$ cat src/rtl/wb_select_stage.sv
// rtl/wb_select_stage.sv - MEM/WB register with 4-source write-back select and load extension
module wb_select_stage #(
  parameter int DATA_W     = 64,
  parameter int REG_ADDR_W = 5
) (
  input  logic                  clk,
  input  logic                  rst_n,
  input  logic                  in_valid,
  input  logic                  stall,
  input  logic                  flush,
  input  logic [DATA_W-1:0]     alu_result,
  input  logic [DATA_W-1:0]     mem_rdata,
  input  logic [DATA_W-1:0]     pc_plus4,
  input  logic [DATA_W-1:0]     imm_upper,
  input  logic [1:0]            wb_sel,
  input  logic [1:0]            load_size,
  input  logic                  load_unsigned,
  input  logic                  reg_write,
  input  logic [REG_ADDR_W-1:0] rd_addr,
  output logic [DATA_W-1:0]     wb_data,
  output logic [REG_ADDR_W-1:0] wb_rd,
  output logic                  wb_we,
  output logic                  wb_valid
);

  localparam logic [DATA_W-1:0] MASK_B = {DATA_W{1'b1}} >> (DATA_W - 8);
  localparam logic [DATA_W-1:0] MASK_H = {DATA_W{1'b1}} >> (DATA_W - 16);
  localparam logic [DATA_W-1:0] MASK_W = {DATA_W{1'b1}} >> (DATA_W - 32);

  logic [DATA_W-1:0]     w_mask;
  logic                  w_sign;
  logic [DATA_W-1:0]     w_load;
  logic [DATA_W-1:0]     w_sel_data;
  logic                  w_we;

  logic [DATA_W-1:0]     r_wb_data;
  logic [REG_ADDR_W-1:0] r_wb_rd;
  logic                  r_wb_we;
  logic                  r_wb_valid;

  // Dword on a 32-bit datapath collapses to the full word: mask is all ones, sign is the top bit.
  always_comb begin
    w_mask = {DATA_W{1'b1}};
    w_sign = mem_rdata[DATA_W-1];
    case (load_size)
      2'd0: begin w_mask = MASK_B; w_sign = mem_rdata[7];  end
      2'd1: begin w_mask = MASK_H; w_sign = mem_rdata[15]; end
      2'd2: begin w_mask = MASK_W; w_sign = mem_rdata[31]; end
      default: begin w_mask = {DATA_W{1'b1}}; w_sign = mem_rdata[DATA_W-1]; end
    endcase
    w_load = (mem_rdata & w_mask) | ((!load_unsigned && w_sign) ? ~w_mask : '0);
  end

  always_comb begin
    w_sel_data = alu_result;
    case (wb_sel)
      2'd0:    w_sel_data = alu_result;
      2'd1:    w_sel_data = w_load;
      2'd2:    w_sel_data = pc_plus4;
      default: w_sel_data = imm_upper;
    endcase
  end

  assign w_we = in_valid & reg_write & (rd_addr != '0);

  always_ff @(posedge clk or negedge rst_n) begin
    if (!rst_n) begin
      r_wb_data  <= '0;
      r_wb_rd    <= '0;
      r_wb_we    <= 1'b0;
      r_wb_valid <= 1'b0;
    end else if (flush) begin
      r_wb_we    <= 1'b0;
      r_wb_valid <= 1'b0;
    end else if (!stall) begin
      r_wb_data  <= w_sel_data;
      r_wb_rd    <= rd_addr;
      r_wb_we    <= w_we;
      r_wb_valid <= in_valid;
    end
  end

  assign wb_data  = r_wb_data;
  assign wb_rd    = r_wb_rd;
  assign wb_we    = r_wb_we;
  assign wb_valid = r_wb_valid;

endmodule

$ cat config.mk
export PLATFORM = sky130hd
export DESIGN_NAME = wb_select_stage
export DESIGN_NICKNAME = d
export VERILOG_FILES = /design/src/rtl/wb_select_stage.sv
export SDC_FILE = /design/constraint.sdc
export NUM_CORES = 1
export LEC_CHECK = 0
export ABC_AREA = 1
export CAP_MARGIN = 20
export CORE_AREA = 8 8 127 129
export CTS_CLUSTER_SIZE = 28
export DETAILED_ROUTE_END_ITERATION = 8
export DIE_AREA = 0 0 135 137
export DONT_BUFFER_PORTS = 1
export PLACE_DENSITY_LB_ADDON = 0.1
export SYNTH_ARGS = -nofsm -noshare
export SYNTH_HDL_FRONTEND = slang
export SYNTH_SLANG_ARGS = --single-unit
$ cat constraint.sdc
create_clock -name clk -period 0.8 [get_ports clk]
set_input_delay 0.12 -clock clk [delete_from_list [all_inputs] [get_ports clk]]
set_output_delay 0.12 -clock clk [all_outputs]
set_load 0.005 [all_outputs]
==> run metrics <==
status complete, but fails checks; failing checks hold timing, setup timing; Iter 0 DRT Violations 280; DP HPWL 16.1 mm; cell count after synthesis 900; Hold Buf Count CTS 43; clk_lat worst skew 0.33 ns; ANT nets after route 0; via count 5654; Clk pwr share 0.386; crit-path cells buf_6; Mapped Area 5230 um^2; slew margin rel. 0.777; CP delay by family, top flip-flops; power per cell area 1790 nW/um^2; RSZ-0062 raised after global routing true; DRT Pass-1 Iters 5; EDFF count, synth 0; initial antenna violation count 2; Initial Util 0.368; P&R area growth vs syn 23.7%; GPL Wtd Cong 0.887; Fin Clk Skew 0 ns; R2R Setup Slk -0.02 ns; critical path peak fanout 2; mean area per synthesized cell 5.81 um^2; ys async rst share 1.00; Pint 8.12 mW; die area 18500 um^2; minimum clock period 0.989 ns; leading area contributor after synthesis dfrtp_1; Worst Setup End Kind output pin; Routed Wire Length 20.9 mm; vias in the first global route 5638; global-route wire length before repair 31.4 mm; Yosys cell types 23; net switching fraction of the power 0.300; root buf cell clkbuf_16; Logic pwr share 0.212; Final Slew Violations 0; largest net degree at the start of global routing 72; Top Ports 343; maxcap violations 0; drt wl/cell 18.6 um; worst hold slack -0.524 ns; Synth area leaders dfrtp_1 34%, nand2_1 24%, nor2_1 23%; # port buffers 0; final core utilization 0.455; most common flop cell mapped by yosys dfrtp_1; reg2reg path depth 4; CP Class reg -> out; Peak Freq 1010 MHz; CTS buffer count 9; top cells by count, synth 330 x nand2_1, 321 x nor2_1, 71 x dfrtp_1, 64 x a21oi_1, 23 x nand2_2; CTS Buffer Depth 2; setup ws final -0.189 ns; Avg Vias per Cell 5.02; ratio of cells with drive above 1 in the final layout 0.119; Total Neg Setup Slack -4.75 ns; Die Wd 135 um; synthesized flop and latch total 71; Worst R2R Start wb_data[38]$_DFFE_PN0P_; Buf/Inv on CP 1; Post-route DRC 0; Final Hold Fails 71; Die Span Y 137 um; total track usage 0.218; Seq pwr share 0.402; Core ar. 14200 um^2; layout net count 1207; CTS tree done; Worst path max stage delay 0.40 ns; Clk pin slew, worst setup/hold paths 0.06 ns; Yosys top cell area share 0.340; row count 44; VDD IR max 0.000871 V; Seq/Total Area, Yosys 0.340; Worst Tran Pin Value 0.335 ns; Synthesis Warnings 0; CTS Sinks 71; Crit Reg-Reg Endpoint wb_data[38]$_DFFE_PN0P_; CP max stage cell dfrtp_1; H-tree depth 3; total power draw 11.6 mW; Lkg Pwr 3.28 nW; syn nets 1172; final setup fails 72; Sw Pwr 3.48 mW; dpl ws -0.253 ns; Arr. time, crit path 0.87 ns; Setup crit start kind flop; Req. time, crit path 0.68 ns; Worst Hold Class in -> async; grt ovf 0; most common cell in the netlist nand2_1; final cycle utilization of the critical path 1.24
-- cell type report --
cell class | count | area [um^2]
fillers | 1517 | 7740
multi-input cells | 767 | 3210
flip-flops and latches | 71 | 1780
repair buffers | 77 | 866
clock buffers | 11 | 253
well taps | 184 | 230
clock inverters | 5 | 80.1
inverters | 9 | 48.8
diodes | 2 | 5.00
-- power by group through the flow --
stage	sequential, mW	clock [mW]	combinational [mW]
floorplan	4.50	0	1.80
finish	4.66	4.48	2.46
CTS	4.68	4.58	2.44
global placement	4.74	0	2.18
detailed placement	4.73	0	2.23
global route	4.72	4.77	2.80
-- state kept, by name, summed over array words and instances (netlist names) --
name,cells
wb_data,64
wb_rd,5
wb_valid,1
wb_we,1
-- how the worst max path moves through the flow --
stage,start,to,slack (ns),cells after the start
after CTS,wb_data[49]$_DFFE_PN0P_,wb_data[49],-0.22,1
after floorplan,wb_sel[0],wb_data[39]$_DFFE_PN0P_,-0.15,9
after global placement,load_size[1],wb_data[44]$_DFFE_PN0P_,-0.21,10
final,wb_data[49]$_DFFE_PN0P_,wb_data[49],-0.19,1
after detailed placement,load_size[0],wb_data[40]$_DFFE_PN0P_,-0.25,10
after global routing,wb_data[49]$_DFFE_PN0P_,wb_data[49],-0.23,1
-- layer usage --
metal  vias up  GRT usage  share of wire
li1       2819          -              -
met1      2528      0.238           0.37
met2       283      0.383           0.50
met3        24     0.0775           0.11
met4         0     0.0771          0.019
met5         -          0              0
-- logic make-up after synthesis --
family                 share of synthesized area
DFF                                        0.340
buffers and inverters                     0.0663
and+or+nand+nor                            0.524
AOI/OAI and AO/OA                         0.0699
-- cells in the final DEF (no fill, tap or decap), drive strengths merged --
master        synthesis  final
nand2               355    355
nand3                12     12
dfrtp                71     71
nand4                 1      1
dlymetal6s4s          0      1
dlygate4sd3           0     42
bufinv                0      2
nor2                324    324
nand3b                1      1
buf                  39     34
diode                 0      2
a21oi                64     64
inv                   9      9
o21ai                 9      9
clkinv                0      1
clkinvlp              0      2
clkbuf               14     11
nor4                  1      1
-- per-stage QoR --
stage / cells / cell area, um^2
2_1_floorplan: 900 / 5440
3_3_place_gp: 1062 / 5630
3_5_place_dp: 1062 / 5630
4_1_cts: 1123 / 6420
5_1_grt: 1126 / 6470
6_report: 1126 / 6470
-- what timing repair did --
| action | CTS | global route |
|---|---|---|
| endpoints found under the setup margin | 71 | 77 |
| pin swaps | 0 | 2 |
| endpoints found under the hold margin | 111 | 71 |
| setup buffers | 2 | 1 |
| resized for setup | 3 | 9 |
No activity file was read; power rests on OpenSTA's default activity.
